`src/rtl/seg7_scan_driver.sv`:
```
// -----------------------------------------------------------------------------
// seg7_scan_driver
//
// Time-multiplexed N-digit 7-segment display driver. A refresh prescaler
// (pcnt) divides each digit slot into TICK_DIV clocks. The digit index (idx)
// walks 0..DIGITS-1, one step per slot. The packed input value is
// snapshotted once per frame so the display never tears. The first GUARD
// clocks of every slot keep all anodes off, which suppresses ghosting while
// the segment lines settle.
//
// Parameters:
//   DIGITS          digit positions, 1..8
//   TICK_DIV        clocks per digit slot, >= 2
//   GUARD           dark clocks at the start of each slot, < TICK_DIV
//   SEG_ACTIVE_LOW  1 inverts seg/dp at the pins
//   AN_ACTIVE_LOW   1 inverts an at the pins
//
// Ports:
//   clk         sole clock, rising edge
//   rst         synchronous active-high reset
//   value       packed nibbles, value[3:0] = digit 0 (rightmost, an[0])
//   dp_in       per-digit decimal point request
//   hex_mode    1: nibbles 10..15 shown as A,b,C,d,E,F; 0: blanked (live)
//   blank_in    forces all anodes inactive, scanning continues (live)
//   seg         segment pattern, seg[6]=a .. seg[0]=g (registered)
//   dp          decimal point (registered)
//   an          one-hot digit enable (registered)
//   frame_done  one-clock pulse after the last digit slot ends (registered)
//
// Optional feature: define SEG7_LEADING_ZERO_BLANK_EN to blank leading zero
// digits (digit 0 is always shown; dp and an are unaffected).
// -----------------------------------------------------------------------------
module seg7_scan_driver #(
  parameter int DIGITS         = 4,
  parameter int TICK_DIV       = 50000,
  parameter int GUARD          = 2,
  parameter bit SEG_ACTIVE_LOW = 1'b0,
  parameter bit AN_ACTIVE_LOW  = 1'b1
) (
  input  logic                  clk,
  input  logic                  rst,
  input  logic [4*DIGITS-1:0]   value,
  input  logic [DIGITS-1:0]     dp_in,
  input  logic                  hex_mode,
  input  logic                  blank_in,
  output logic [6:0]            seg,
  output logic                  dp,
  output logic [DIGITS-1:0]     an,
  output logic                  frame_done
);

  localparam int PW = $clog2(TICK_DIV);
  localparam int IW = (DIGITS > 1) ? $clog2(DIGITS) : 1;

  localparam logic [PW-1:0]     PCNT_LAST = PW'(TICK_DIV - 1);
  localparam logic [IW-1:0]     IDX_LAST  = IW'(DIGITS - 1);
  localparam logic [6:0]        SEG_POL   = SEG_ACTIVE_LOW ? 7'h7F : 7'h00;
  localparam logic [DIGITS-1:0] AN_POL    = {DIGITS{AN_ACTIVE_LOW}};

  // Scan state
  logic [PW-1:0]       pcnt;
  logic [IW-1:0]       idx;
  logic [4*DIGITS-1:0] snap_value;
  logic [DIGITS-1:0]   snap_dp;

  logic slot_tick;
  logic frame_start;
  logic frame_end;

  assign slot_tick   = (pcnt == PCNT_LAST);
  assign frame_start = (pcnt == '0) && (idx == '0);
  assign frame_end   = slot_tick && (idx == IDX_LAST);

  // The snapshot is loaded on the frame-start edge, but that same edge also
  // registers digit 0's outputs. Bypassing the live input here makes digit 0
  // show the data being captured rather than the previous frame's data.
  logic [4*DIGITS-1:0] cur_value;
  logic [DIGITS-1:0]   cur_dp;

  assign cur_value = frame_start ? value : snap_value;
  assign cur_dp    = frame_start ? dp_in : snap_dp;

  // Logical (active-high) pattern for one nibble.
  function automatic logic [6:0] decode(input logic [3:0] nib, input logic hex);
    logic [6:0] pat;
    case (nib)
      4'h0: pat = 7'h7E;
      4'h1: pat = 7'h30;
      4'h2: pat = 7'h6D;
      4'h3: pat = 7'h79;
      4'h4: pat = 7'h33;
      4'h5: pat = 7'h5B;
      4'h6: pat = 7'h5F;
      4'h7: pat = 7'h70;
      4'h8: pat = 7'h7F;
      4'h9: pat = 7'h7B;
      4'hA: pat = hex ? 7'h77 : 7'h00;
      4'hB: pat = hex ? 7'h1F : 7'h00;
      4'hC: pat = hex ? 7'h4E : 7'h00;
      4'hD: pat = hex ? 7'h3D : 7'h00;
      4'hE: pat = hex ? 7'h4F : 7'h00;
      default: pat = hex ? 7'h47 : 7'h00;
    endcase
    return pat;
  endfunction

  // Current digit selection and logical output patterns
  logic [3:0]        nib_sel;
  logic              dp_sel;
  logic              lz_blank;
  logic              guard_ok;
  logic [6:0]        seg_logic;
  logic [DIGITS-1:0] an_logic;

  always_comb begin
    // NOTE: every variable gets a default before any conditional assignment,
    // so no path leaves it unassigned and no latch is inferred.
    nib_sel = 4'h0;
    dp_sel  = 1'b0;
    for (int k = 0; k < DIGITS; k++) begin
      if (idx == IW'(k)) begin
        nib_sel = cur_value[4*k +: 4];
        dp_sel  = cur_dp[k];
      end
    end
  end

`ifdef SEG7_LEADING_ZERO_BLANK_EN
  // Walk down from the top digit; a digit k > 0 is blanked while every digit
  // from k upward is zero. Digit 0 is never considered.
  always_comb begin
    logic zero_run;
    zero_run = 1'b1;
    lz_blank = 1'b0;
    for (int k = DIGITS - 1; k >= 1; k--) begin
      zero_run = zero_run && (cur_value[4*k +: 4] == 4'h0);
      if ((idx == IW'(k)) && zero_run) begin
        lz_blank = 1'b1;
      end
    end
  end
`else
  assign lz_blank = 1'b0;
`endif

  // With GUARD = 0 there is no dark window; keep the compare out of the
  // netlist rather than comparing an unsigned counter against zero.
  generate
    if (GUARD == 0) begin : g_no_guard
      assign guard_ok = 1'b1;
    end else begin : g_guard
      assign guard_ok = (pcnt >= PW'(GUARD));
    end
  endgenerate

  assign seg_logic = lz_blank ? 7'h00 : decode(nib_sel, hex_mode);
  assign an_logic  = (guard_ok && !blank_in) ? (DIGITS'(1) << idx) : '0;

  // Prescaler, digit index and frame snapshot
  always_ff @(posedge clk) begin
    // NOTE: sequential state uses non-blocking assignments so every register
    // samples the pre-edge values, independent of statement order.
    if (rst) begin
      pcnt       <= '0;
      idx        <= '0;
      snap_value <= '0;
      snap_dp    <= '0;
    end else begin
      if (frame_start) begin
        snap_value <= value;
        snap_dp    <= dp_in;
      end
      if (slot_tick) begin
        pcnt <= '0;
        idx  <= (idx == IDX_LAST) ? '0 : idx + 1'b1;
      end else begin
        pcnt <= pcnt + 1'b1;
      end
    end
  end

  // Registered pin stage; polarity applied after all logic.
  always_ff @(posedge clk) begin
    if (rst) begin
      seg        <= SEG_POL;
      dp         <= SEG_ACTIVE_LOW;
      an         <= AN_POL;
      frame_done <= 1'b0;
    end else begin
      seg        <= seg_logic ^ SEG_POL;
      dp         <= dp_sel ^ SEG_ACTIVE_LOW;
      an         <= an_logic ^ AN_POL;
      frame_done <= frame_end;
    end
  end

endmodule

```
`config.mk`:
```
export PLATFORM = sky130hd
export DESIGN_NAME = seg7_scan_driver
export DESIGN_NICKNAME = d
export VERILOG_FILES = /design/src/rtl/seg7_scan_driver.sv
export SDC_FILE = /design/constraint.sdc
export NUM_CORES = 1
export LEC_CHECK = 0
export ABC_AREA = 1
export ABC_CLOCK_PERIOD_IN_PS = 2800
export CAP_MARGIN = 20
export CORE_AREA = 2 2 86 88
export CTS_CLUSTER_DIAMETER = 100
export DETAILED_ROUTE_END_ITERATION = 7
export DIE_AREA = 0 0 88 90
export GPL_TIMING_DRIVEN = 0
export PLACE_DENSITY_LB_ADDON = 0.2
export SLEW_MARGIN = 0
export SYNTH_ARGS = -nofsm -noshare
export SYNTH_HDL_FRONTEND = slang
export SYNTH_SLANG_ARGS = --single-unit
export TNS_END_PERCENT = 20
```
`constraint.sdc`:
```
create_clock -name clk -period 2.8 [get_ports clk]
set_clock_uncertainty 0.15 [all_clocks]
set_input_delay 0.56 -clock clk [delete_from_list [all_inputs] [get_ports clk]]
set_output_delay 0.56 -clock clk [all_outputs]
set_load 0.05 [all_outputs]
```
# After elaboration in Yosys (flattened, before gate mapping)
# Cells that the tools add are included.
[totals]
reg_bits = 51
in_bits = 24
output_inout_bits = 13
elab_cells = 58
[classes]
n_addsub = 2
n_lt_le_gt_ge = 1
eq_ne = 18
shifts = 1
n_mux = 19
bitwise_logic = 1
reduce_logical = 8
[ops]
columns = ["op", "n"]
rows = [
  ["$pmux W7 S15", 1],
  ["$eq A4 B4 Y1 const B", 7],
  ["$mux W7", 4],
  ["$mux W4", 6],
  ["$add A16 B1 Y16 const B", 1],
  ["$eq A16 B16 Y1 const B", 1],
  ["$eq A4 B3 Y1 const B", 4],
  ["$ge A16 B2 Y1 const B", 1],
  ["$logic_not A16 Y1", 1],
  ["$mux W16", 1],
  ["$eq A4 B2 Y1 const B", 2],
  ["$mux W6", 1],
  ["$mux W5", 1],
  ["$eq A2 B2 Y1 const B", 2],
  ["$eq A4 B1 Y1 const B", 1],
  ["$logic_not A4 Y1", 1],
  ["$mux W1", 4],
  ["$not A4 Y4", 1],
  ["$shl A1 B2 Y4 const A", 1],
  ["$logic_and A1 B1 Y1", 3],
  ["$add A2 B1 Y2 const B", 1],
  ["$eq A2 B1 Y1 const B", 1],
  ["$logic_not A2 Y1", 1],
  ["$mux W2", 1],
  ["2 further kinds", 2],
]

# Longest topological paths before layout
# Gate-level depths: netlist (run 1).
[depth]
ltp_word = 9
ltp_mapped = 22
ltp_nobuf = 21

# Least setup slack after synthesis (run 1)
# No wires, ideal clock.
[synth_path]
path_kind = "register -> register"
start = "register idx[0]"
end = "register seg[6]"
arrival_ns = 1.975
slack_ns = 0.559
stages_incl_launch_ff = 19
path_buffers = 1
path_cell_list = "dfxtp_1 -> inv_1 -> ha_1 -> nand2_1 -> inv_1 -> nand2_1 -> nor2_4 -> buf_4 -> nand3_1 -> nand3_1 -> nand3_2 -> a21oi_4 -> nand2_1 -> nand2_1 -> nand2_1 -> nor2_1 -> nand2_1 -> nand2_1 -> nand2_1"
[synth_between]
elab_chain_len = 9
[synth_lines]
columns = ["element", "line_no", "rtl"]
rows = [
  ["start, declared", "62", "logic [IW-1:0] idx;"],
  ["start signal, assigned", "175", "idx <= (idx == IDX_LAST) ? '0 : idx + 1'b1;"],
  ["$logic_not A2 Y1", "71, 121", ""],
  ["$logic_and A1 B1 Y1", "71", "assign frame_start = (pcnt == '0) && (idx == '0);"],
  ["$mux W16", "--", ""],
  ["$mux W4 (3 in a row)", "121", "if (idx == IW'(k)) begin"],
  ["$mux W4 (*)", "121", ""],
  ["$eq A4 B4 Y1, or another cell as far along", "86", "case (nib)"],
  ["$pmux W7 S15 (*)", "86", ""],
  ["end signal, assigned", "190", "seg <= seg_logic ^ SEG_POL;"],
  ["end, declared", "46", "output logic [6:0] seg,"],
]
# Mark *: on every way between the ends. The rest lies on a longest branch, timed or not.
# A chain may end at the register's enable or synchronous reset.

# Worst setup path in the final report (run 1)
[layout_path]
start = "register idx[0]"
end = "register seg[2]"
# The elaborated chain is that of the path after synthesis.

==> flow_summary.toml, run 1 <==
[critical_path]
rr_endpoint = "seg[2]$_SDFF_PP0_"
arrival_ns = 2.61
cpPeakStageDelay_ns = 0.35
cp_slowest_cell = "dfxtp_2"
crit_top_cell = "nand2_1"
startpoint_type = "flop"
worstReg2RegStart = "idx[0]$_SDFFE_PP0N_"
rr_worst_depth = 20
crit_start = "idx[0]$_SDFFE_PP0N_"
cp_max_fo = 10
criticalPathCategory = "reg -> reg"
cp_num_buf_inv = 4
cp.required_ns = 2.84
r2r_slack_ns = 0.23
path_delay_family = "simple AND/OR/NAND/NOR gates"
end_kind = "flop"
path_cells = "inv_2 -> ha_4 -> nand2_1 -> inv_1 -> nand2_1 -> nor2_4 -> nand2_4 -> buf_6 -> nand2_1 -> nand3_1 -> nand3_2 -> nand2_1 -> nand2_2 -> nand2_4 -> inv_4 -> nor2_1 -> nor2_1 -> nand3_1 -> nand2_1 -> nand2_1"
cp_num_cells = 20

[floorplan]
rows = 31
fp.dieW_um = 88
core_um2 = 7020
die_h_um = 90
num_io_pins = 37
die_area_um2 = 7920
initial_core_util_pct = 38.5

[yosys]
ys_types = 35
synth_seq_cells = 51
synth_edf_count = 0
ys.flop_type = "dfxtp_1"
async_flop_share_pct = 0
yosysSeqAreaShare_pct = 37.7
syn-num-nets = 422
synth_warnings = 0
synth_cells = 391
syn-mean-instance-area_um2 = 6.92
synth_area_um2 = 2710

[timing]
fin_ws_ns = 0.228
period_minus_slack_ns = 2.57
setup_viol = 0
fin_crit_sh_pct = 91.9
worstMarginPinSlew_ns = 0.506
finalHoldViolCount = 0
slew_headroom_pct = 66.2
fmax_mhz = 389
drv_slew = 0
holdWs_ns = 0.287

[pwr]
p_leak_nw = 1.53
p_total_mw = 1.96
peakVddDrop_uv = 243
p_per_area_nw_per_um2 = 582

[worst_hold_path]
hold_start = "pcnt[0]$_SDFF_PP0_"
holdPathEnd = "pcnt[0]$_SDFF_PP0_"
hold_depth = 1
hp-class = "reg -> reg"

[cells_and_area]
fin_util_pct = 48.0
drive_above_1_share_pct = 15.3
nFillCells = 721
layout_commonest_cell = "nand2_1"
layout_common_cells = "nand2_1 (89), nor2_1 (54), dfxtp_1 (48), inv_1 (46), clkdlybuf4s50_1 (36)"
num_antenna_cells = 0
layout.nets = 470
synthToLayoutAreaGrowth_pct = 24.5

[global_route]
grt_max_degree = 15
grt_pass1_wl_mm = 10.5
grt_usage_pct = 16.7
gr-total-overflow = 0
grt_pass1_vias = 2317
antenna_found_initial = 0

[clocking]
clock-sinks = 51
cts_buffers = 5
ctsHoldBuffers = 0
clock_latency_ns = 0.30
ctsRootBufferMaster = "clkbuf_8"
cts_tree = "done"
cts-htree-levels = 2
clk_pin_slew_ns = 0.08
cts_buffer_depth = 2

[routing]
drt-initial-drc-count = 116
drt_wl_total_mm = 6.39
wl_met3_um = 260
wl_per_cell_um = 11.9
first_pass_iters = 5
dr_total_vias = 2498
drc = 0
drt-met1-wl_mm = 2.99
avgViaCountPerCell = 4.64
antenna_left = 0
highest_layer = "met4"
met2WireLength_mm = 3.08

[run]
cap_viol_max_count = 0

[placed_design]
routabilityCongestion = 0.827
place_ws_ns = 0.0820
numPortBuffers = 36
dpl.hpwl_mm = 4.66

[outcome]
status = "complete, no violations"
-- worst max path at each step --
stage                             end
floorplan           seg[6]$_SDFF_PP0_
global placement    seg[2]$_SDFF_PP0_
detailed placement  seg[1]$_SDFF_PP0_
CTS                 seg[1]$_SDFF_PP0_
global route        seg[2]$_SDFF_PP0_
finish              seg[2]$_SDFF_PP0_
-- state kept, by name (all words and copies together) (netlist names) --
name	count
pcnt	16
an	4
snap_dp	4
snap_value	16
frame_done	1
idx	2
dp	1
seg	7
-- timing repair --
| action | in CTS | in global routing |
|---|---|---|
| resized for setup | 0 | 13 |
| setup buffers | 0 | 4 |
| setup endpoints to repair | 0 | 7 |
-- kinds of logic (layout without fill, tap and decap cells) --
logic type | Yosys count | in the layout | share of synthesized area (%)
XOR/XNOR | 2 | 2 | 0.648
flip-flops | 51 | 51 | 37.7
adder cells (fa/ha/maj) | 7 | 7 | 3.24
AND/OR/NAND/NOR | 222 | 222 | 38.2
buffers and inverters | 66 | 114 | 10.1
multiplexers | 1 | 1 | 0.370
AO/OA/AOI/OAI | 42 | 42 | 9.76
-- synthesized netlist by cell type (3+ instances only) --
cell | instances | area share (%)
inv_2 | 8 | 1.1
nand2_2 | 9 | 2.1
ha_1 | 7 | 3.2
nor2_2 | 4 | 0.92
nand3_2 | 4 | 1.5
clkbuf_1 | 4 | 0.55
a21oi_1 | 21 | 3.9
nand2_1 | 89 | 12
nor2_1 | 56 | 7.8
or2_2 | 3 | 0.69
nand3_1 | 37 | 6.8
o21ai_0 | 8 | 1.5
nor2_4 | 3 | 1.2
nand3b_1 | 5 | 1.4
inv_1 | 48 | 6.7
nand2_4 | 4 | 1.7
dfxtp_1 | 51 | 38
nor3_1 | 3 | 0.55
-- power breakdown --
part | switching, mW | leakage, nW | internal, mW | total [mW]
sequential | 0.0190 | 0.420 | 0.792 | 0.811
combinational | 0.413 | 1.06 | 0.235 | 0.648
clock | 0.238 | 0.0513 | 0.262 | 0.500
-- through the flow --
step / cell area, um2 / std cells / setup TNS [ns]
after CTS: 3290 / 533 / 0
after floorplan: 2710 / 391 / 0
final: 3370 / 538 / 0
after detailed placement: 3190 / 526 / 0
after global placement: 3190 / 526 / 0
after global routing: 3370 / 538 / -0.00607
-- cell type report --
class | instances | area, um2 | share of cell area, %
Multi-Input combinational cell | 274 | 1440 | 42.9
Clock buffer | 6 | 72.6 | 2.16
Timing Repair Buffer | 41 | 395 | 11.7
Inverter | 58 | 220 | 6.54
Clock inverter | 1 | 30.0 | 0.892
Buffer | 8 | 56.3 | 1.67
Tap cell | 99 | 124 | 3.68
Sequential cell | 51 | 1020 | 30.4
-- metal layers --
layer / global-route usage, % / up-vias
met2: 27.5 / 42
met3: 3.49 / 4
met5: 0 / -
met1: 21.7 / 1130
li1: - / 1322
met4: 5.00 / 0
Note: power is estimated with default switching activity, not from simulation.
==> run 2: changes to the inputs <==
RECOVER_POWER = 100   (was unset)
==> run 2 against run 1 <==
- sequential share of layout area is the same
- via count is essentially flat
- critical endpoint unchanged
- hold slack is essentially flat
- largest power group unchanged
- die area is the same
- count of clock-buffer cells in the layout is the same
- final cell count is the same
- critical path type unchanged
- critical path depth is the same
- non-clock buffer count is the same
==> flow_summary.toml, run 2 (synthesis gave the netlist of run 1 again) <==
[cells_and_area]
layout_common_cells = "nand2_1 (89), nor2_1 (54), dfxtp_1 (48), inv_1 (46), nand3_1 (35)"
layout_commonest_cell = "nand2_1"
top_regs = "pcnt: 16 flops, snap_value: 16 flops, seg: 7 flops"
fin_util_pct = 48.0
synthToLayoutAreaGrowth_pct = 24.5
layout.nets = 470
drive_above_1_share_pct = 15.3
num_antenna_cells = 0
finish.instance_area_um2 = 3370

[routing]
wl_per_cell_um = 11.9
drt_wl_total_mm = 6.38
avgViaCountPerCell = 4.64
dr_total_vias = 2496
first_pass_iters = 6
antenna_left = 0
drt-initial-drc-count = 122
drc = 0

[critical_path]
path_cells = "inv_2 -> ha_4 -> nand2_1 -> inv_1 -> nand2_1 -> nor2_4 -> nand2_4 -> buf_6 -> nand2_1 -> nand3_1 -> nand3_2 -> nand2_1 -> nand2_2 -> nand2_4 -> inv_4 -> nor2_1 -> nor2_1 -> nand3_1 -> nand2_1 -> nand2_1"
cp_slowest_cell = "dfxtp_2"
crit_top_cell = "nand2_1"
cpPeakStageDelay_ns = 0.35
cp.required_ns = 2.84
worstReg2RegStart = "idx[0]$_SDFFE_PP0N_"
arrival_ns = 2.61
startpoint_type = "flop"
crit_start = "idx[0]$_SDFFE_PP0N_"
end_kind = "flop"
criticalPathCategory = "reg -> reg"
cp_max_fo = 10

[pwr]
seq_power_share_pct = 41.6
power_frac_clock_pct = 25.7
power.internal_mw = 1.28
p_leak_nw = 1.54
combPwrFrac_pct = 32.7
p_sw_mw = 0.668
peakVddDrop_uv = 243
swShare_pct = 34.3
p_per_area_nw_per_um2 = 578

[timing]
finalHoldViolCount = 0
worstMarginPinSlew_ns = 0.506
slew_headroom_pct = 66.2
fmax_mhz = 388
period_minus_slack_ns = 2.58
fin_crit_sh_pct = 92.0
setup_viol = 0
drv_slew = 0

[global_route]
antenna_found_initial = 0
gr-total-overflow = 0
grt_pass1_vias = 2317
grt_max_degree = 15
grt_pass1_wl_mm = 10.5
grt_usage_pct = 16.7

[clocking]
clock-sinks = 51
clk_pin_slew_ns = 0.08
ctsRootBufferMaster = "clkbuf_8"
clock_latency_ns = 0.30
cts_buffers = 5
cts-htree-levels = 2
cts_tree = "done"
cts_buffer_depth = 2

[floorplan]
core_um2 = 7020
rows = 31
fp.dieW_um = 88
num_io_pins = 37
die_area_um2 = 7920
die_h_um = 90
initial_core_util_pct = 38.5

[placed_design]
dpl.hpwl_mm = 4.66
numPortBuffers = 36
place_area_um2 = 3190
routabilityCongestion = 0.827

[outcome]
status = "complete, no violations"

[worst_hold_path]
hold_start = "pcnt[0]$_SDFF_PP0_"
hp-class = "reg -> reg"

[run]
cap_viol_max_count = 0
==> run 2: power groups by stage <==
stage               clock (mW)  sequential, mW  combinational [mW]
CTS                      0.515           0.812               0.627
global route             0.545           0.817               0.702
floorplan                    0           0.933               0.347
detailed placement           0           0.829               0.624
global placement             0           0.827               0.620
finish                   0.500           0.810               0.637
==> run 2: final cells by class <==
cell class / count / area, um2
fill: 721 / 3650
sequential: 51 / 1020
multi-input combinational: 274 / 1440
buffer: 8 / 56.3
timing repair buffer: 41 / 395
clock buffer: 6 / 72.6
inverter: 58 / 220
tap: 99 / 124
clock inverter: 1 / 30.0
==> run 2: path summary, 6_finish.rpt <==
path | depth (start not counted) | endpoint | slack [ns]
worst min register to register | 1 | pcnt[0]$_SDFF_PP0_ | 0.29
worst min-delay path | 1 | pcnt[0]$_SDFF_PP0_ | 0.29
worst max register to register | 20 | seg[2]$_SDFF_PP0_ | 0.22
worst max-delay path | 20 | seg[2]$_SDFF_PP0_ | 0.22
==> run 2: routing by layer <==
layer / vias to the layer above / global-route usage [%] / share of wire (%)
li1: 1322 / - / -
met1: 1130 / 21.7 / 47
met2: 40 / 27.5 / 48
met3: 4 / 3.49 / 3.9
met4: 0 / 5.00 / 0.89
met5: - / 0 / 0
==> run 2: repair_timing <==
item                       4_1_cts  5_1_grt
gates resized for setup          0       13
setup endpoints to repair        0        7
buffers inserted                 0        4
hold buffers                     0        0
==> run 2: worst max-delay path: cells and delay by family, from the launching register on <==
kind | cells | cell delay [ns]
adder cells (fa/ha/maj) | 1 | 0.15
flip-flops | 1 | 0.35
buffers and inverters | 4 | 0.37
AND/OR/NAND/NOR | 15 | 1.43
==> run 2: metrics by stage <==
stage / instances / hold slack, ns / setup WS [ns] / TNS, ns / total power [mW]
global placement: 526 / 0.303 / 0.148 / 0 / 1.45
CTS: 533 / 0.324 / 0.0636 / 0 / 1.95
detailed placement: 526 / 0.303 / 0.0820 / 0 / 1.45
finish: 538 / 0.287 / 0.225 / 0 / 1.95
global route: 538 / 0.324 / -0.00607 / -0.00607 / 2.06
floorplan: 391 / 0.280 / 0.559 / 0 / 1.28
==> run 3: changes to the inputs <==
CAP_MARGIN = 15   (was 20)
==> results of run 3 <==
Final layout, timing and power as in run 2 (identical DEF).
==> variant 1: new RTL, flow settings as in run 3 <==
Change the parameter `AN_ACTIVE_LOW` from 1'b1 to 1'b0.
--- a/src/rtl/seg7_scan_driver.sv
+++ b/src/rtl/seg7_scan_driver.sv
@@ -35,7 +35,7 @@
   parameter int TICK_DIV       = 50000,
   parameter int GUARD          = 2,
   parameter bit SEG_ACTIVE_LOW = 1'b0,
-  parameter bit AN_ACTIVE_LOW  = 1'b1
+  parameter bit AN_ACTIVE_LOW  = 1'b0
 ) (
   input  logic                  clk,
   input  logic                  rst,
Behaviour: not the same (Yosys sat finds a counterexample within 4 cycles, from zero or initial values and one cycle with rst high).
==> variant 1 against run 3 <==
Synthesized area fell by 3.5%; routed wire length fell by 5.6%; synthesized cell count fell by 1.0%; total power fell by 4.8%; global-route usage fell by 0.81 points; maximum frequency barely moved; worst setup slack got worse by 0.0016 ns; cell area fell by 1.9%; sequential cell count did not move.
==> variant 1: results (changes against run 3) <==
placed_design:
  pre_cts_ws_ns: 0.0982  # +0.0162 ns
  place_congestion: 0.861  # +4.0%
  dpl.cell_count: 521  # -0.95%
  dp_hpwl_um: 4330  # -7.1%
setup_path:
  crit_arrival_ns: 2.63  # +0.02 ns
  critPathMaxFanout: 6  # -4
  rr_startpoint: "idx[1]"
  r2r_end: "seg[0]"
  r2r_slack_ns: 0.22
synthesis:
  yosysUniqueCellTypes: 31  # -11%
  synth_adder_area_share_pct: 3.36  # +0.12 points
  synth_compound_area_share_pct: 8.10  # -1.7 points
  synthesis.area_mm2: 0.00261  # -3.5%
  syn_nets: 418  # -0.95%
  syn_area_per_cell_um2: 6.74  # -2.5%
  yosysSeqAreaShare_pct: 39.1  # +1.4 points
  synth_ff_type: "dfxtp_1"
  ys_top_cells_by_count: "nand2_1, nor2_1, dfxtp_1"
  synth_area_leaders: "dfxtp_1, nand2_1, nor2_1"
final_layout:
  final_nets: 465  # -1.1%
  instances_no_fill: 534  # -0.74%
  filler_cell_count: 747  # +3.6%
  multiInputGateArea_mm2: 0.00143  # -1.3%
status:
  status: "finished, final reports clean"
pwr:
  seqPwrFrac_pct: 43.6  # +2.0 points
  p_switching_uw: 659  # -1.5%
  leakagePower_nw: 1.54  # about the same
  clkPwrFrac_pct: 22.2  # -3.5 points
  seq_cell_power_uw: 808  # about the same
routing:
  first_iter_violations: 74  # -39%
  wl_um: 6020  # -5.6%
  drt-pass1-iter-count: 4  # -2
  route.vias.total: 2455  # -1.6%
sta:
  timing.final.crit_share_pct: 92.0  # about the same
  tightest_slew_ns: 0.525  # +0.0193 ns
global_route:
  first_global_vias: 2346  # +1.3%
  grtUsageMet2_pct: 27.3  # -0.13 points
  grt_util_met3_pct: 3.67  # +0.18 points
  grtUsageMet1_pct: 19.6  # -2.1 points
  track_usage_pct: 15.9  # -0.81 points
-- variant 1: cell type report --
cell class,instances,share of cell area (%)
clock inverter,1,0.151
sequential,51,31.1
buffer,7,1.51
timing repair buffer,40,11.7
inverter,54,6.36
tap,99,3.75
clock buffer,7,2.31
multi-input combinational,275,43.1
-- variant 1: worst max path at each step --
stage / start / endpoint / cells after the start
finish: idx[1] / seg[0] / 20
global route: idx[0] / seg[4] / 21
CTS: idx[0] / seg[0] / 20
detailed placement: idx[0] / seg[0] / 20
global placement: idx[0] / seg[5] / 20
floorplan: idx[0] / seg[2] / 22
-- variant 1: routing by layer --
| layer | vias up | routed length, um |
|---|---|---|
| met1 | 1087 | 2790 |
| li1 | 1311 | - |
| met3 | 9 | 267 |
| met2 | 48 | 2860 |
| met5 | - | 0 |
| met4 | 0 | 105 |
-- variant 1: timing repair --
action	CTS	global route
resized for setup	0	34
endpoints found under the setup margin	0	7
setup buffers	0	4
==> variant 2: new RTL, flow settings as in run 3 <==
Made on the original files. Register the inputs `value`, `dp_in`, `hex_mode` and `blank_in` before use. The logic sees them one clock later.
--- a/src/rtl/seg7_scan_driver.sv
+++ b/src/rtl/seg7_scan_driver.sv
@@ -57,6 +57,18 @@
   localparam logic [6:0]        SEG_POL   = SEG_ACTIVE_LOW ? 7'h7F : 7'h00;
   localparam logic [DIGITS-1:0] AN_POL    = {DIGITS{AN_ACTIVE_LOW}};
 
+  logic [4*DIGITS-1:0] value_q;
+  logic [DIGITS-1:0] dp_q;
+  logic hex_mode_q;
+  logic blank_q;
+
+  always_ff @(posedge clk) begin
+    value_q    <= value;
+    dp_q       <= dp_in;
+    hex_mode_q <= hex_mode;
+    blank_q    <= blank_in;
+  end
+
   // Scan state
   logic [PW-1:0]       pcnt;
   logic [IW-1:0]       idx;
@@ -77,8 +89,8 @@
   logic [4*DIGITS-1:0] cur_value;
   logic [DIGITS-1:0]   cur_dp;
 
-  assign cur_value = frame_start ? value : snap_value;
-  assign cur_dp    = frame_start ? dp_in : snap_dp;
+  assign cur_value = frame_start ? value_q : snap_value;
+  assign cur_dp    = frame_start ? dp_q : snap_dp;
 
   // Logical (active-high) pattern for one nibble.
   function automatic logic [6:0] decode(input logic [3:0] nib, input logic hex);
@@ -153,8 +165,8 @@
     end
   endgenerate
 
-  assign seg_logic = lz_blank ? 7'h00 : decode(nib_sel, hex_mode);
-  assign an_logic  = (guard_ok && !blank_in) ? (DIGITS'(1) << idx) : '0;
+  assign seg_logic = lz_blank ? 7'h00 : decode(nib_sel, hex_mode_q);
+  assign an_logic  = (guard_ok && !blank_q) ? (DIGITS'(1) << idx) : '0;
 
   // Prescaler, digit index and frame snapshot
   always_ff @(posedge clk) begin
@@ -167,8 +179,8 @@
       snap_dp    <= '0;
     end else begin
       if (frame_start) begin
-        snap_value <= value;
-        snap_dp    <= dp_in;
+        snap_value <= value_q;
+        snap_dp    <= dp_q;
       end
       if (slot_tick) begin
         pcnt <= '0;
Formal check against the unedited RTL: not equivalent (Yosys sat finds a counterexample within 4 cycles, from zero or initial values and one cycle with rst high).
==> variant 2 against run 3 <==
Synthesized area grew 15%; cell area grew 14%; maximum frequency grew 0.96%; final cell count grew 2.2%; total power grew 35%; critical path depth grew 1; worst setup slack gained 0.025 ns; combinational power shrank 9.6%; routed wire length grew 2.3%; synthesized cell count grew 2.0%; count of clock-buffer cells in the layout grew 5; critical path type unchanged; largest power group unchanged; sequential cell count grew 22; first-iteration DRC count shrank 39%.
==> variant 2: results (changes against run 3) <==
status:
  status: "finished, final reports clean"
routing:
  avgRoutedWirePerCell_um: 11.9  # about the same
  met2_length_um: 3190  # +4.1%
  wl_met1_um: 2990  # -0.60%
  viasPerCell: 4.78  # +3.0%
  met3_length_um: 243  # -2.4%
  wl_um: 6530  # +2.3%
  drt-pass1-iter-count: 4  # -2
  first_iter_violations: 75  # -39%
global_route:
  track_usage_pct: 17.7  # +1.0 points
  grtUsageMet2_pct: 29.9  # +2.5 points
  grt_max_degree: 13  # -2
  grtUsageMet1_pct: 20.9  # -0.78 points
  first_global_vias: 2492  # +7.6%
  grt_pass1_wl_um: 11100  # +5.3%
  grt_util_met3_pct: 5.69  # +2.2 points
pwr:
  leakagePower_nw: 1.73  # +13%
  seq_cell_power_mw: 1.14  # +41%
  clkPwrFrac_pct: 34.7  # +9.0 points
  ir_drop_mv: 0.387  # +60%
  seqPwrFrac_pct: 43.4  # +1.8 points
  swShare_pct: 29.8  # -4.5 points
placed_design:
  dpl.cell_count: 534  # +1.5%
  place_congestion: 0.855  # +3.3%
  dp_hpwl_um: 4730  # +1.5%
  port_buffers: 36  # unchanged
  pre_cts_ws_ns: 0.182  # +0.100 ns
  placed_area_mm2: 0.00360  # +13%
sta:
  hold_ws_ns: 0.267  # -0.0206 ns
  slew_headroom_pct: 63.0  # -3.2 points
  report.final.slew_viol_count: 0  # unchanged
setup_path:
  reg2regPathDepth: 21  # +5.0%
  crit_arrival_ns: 2.62  # about the same
  r2r_slack_ns: 0.25  # +0.02 ns
  r2r_end: "seg[3]"
  rr_startpoint: "pcnt[1]"
  critPathMaxFanout: 10  # unchanged
synthesis:
  synth_mux_area_share_pct: 0.321  # -0.049 points
  yosysUniqueCellTypes: 35  # unchanged
  ys_top_cells_by_count: "nand2_1, dfxtp_1, nor2_1"
  synth-xor-area-share_pct: 0.281  # -0.37 points
  yosysSeqAreaShare_pct: 46.9  # +9.1 points
  syn_nets: 430  # +1.9%
  syn_inst: 399  # +2.0%
  synth_area_leaders: "dfxtp_1, nand2_1, nor2_1"
  synth_compound_area_share_pct: 7.51  # -2.3 points
  synth_adder_area_share_pct: 2.81  # -0.43 points
  synth_ff_type: "dfxtp_1"
clocking:
  cts_made_buffers: 9  # +4
  cts_max_level: 3  # +1
  clock_latency_ns: 0.35  # +0.05 ns
  cts_max_path_buffers: 2  # unchanged
  path_clk_slew_ns: 0.08  # about the same
final_layout:
  top_regs: "pcnt (16), snap_value (16), value_q (16)"
  num_antenna_cells: 0  # unchanged
  layout-drive-gt1-share_pct: 14.9  # -0.41 points
  final_nets: 478  # +1.7%
[variant 2: cell types whose count changed after synthesis, moves of 3 or more]
cell | run 3 | this run
nand3_1 | 37 | 33
nand3b_1 | 5 | 8
inv_1 | 48 | 45
nor2_1 | 56 | 53
nor3_1 | 3 | 6
o21ai_0 | 8 | 3
nor3b_1 | 0 | 4
dfxtp_1 | 51 | 73
nand2_1 | 89 | 78
nand2_2 | 9 | 14
[variant 2: how the worst max path moves through the flow]
| stage | start | end | slack (ns) | cells after the start |
|---|---|---|---|---|
| 6_report | pcnt[1] | seg[3] | 0.25 | 21 |
| 5_1_grt | pcnt[1] | seg[0] | 0.003 | 21 |
| 4_1_cts | idx[0] | seg[3] | 0.17 | 20 |
| 3_5_place_dp | idx[0] | seg[0] | 0.18 | 20 |
| 3_3_place_gp | idx[0] | seg[3] | 0.21 | 20 |
| 2_1_floorplan | idx[0] | seg[3] | 0.52 | 21 |
[variant 2: worst max-delay path, stage by stage, from the launching register on]
cell and delay (ns):
dfxtp_1 0.39, inv_1 0.08, ha_1 0.18, nand2_1 0.05, inv_1 0.03, nand2_1 0.09, nor2_4 0.06, nand2_2 0.10
buf_6 0.16, nand2_1 0.07, nand3_1 0.07, nand3_1 0.09, nand3_2 0.13, nand2_4 0.10, nand2_2 0.12, inv_2 0.07
nand2_2 0.10, inv_2 0.04, nor2_1 0.14, nand2_1 0.07, nor2_1 0.08, nor2_1 0.04
[variant 2: cell type report]
| class | count | area [um2] |
|---|---|---|
| Inverter | 52 | 195 |
| Sequential cell | 73 | 1460 |
| Fill cell | 679 | 3170 |
| Buffer | 8 | 56.3 |
| Clock buffer | 11 | 141 |
| Clock inverter | 4 | 76.3 |
| Multi-Input combinational cell | 266 | 1420 |
| Tap cell | 99 | 124 |
| Timing Repair Buffer | 37 | 368 |
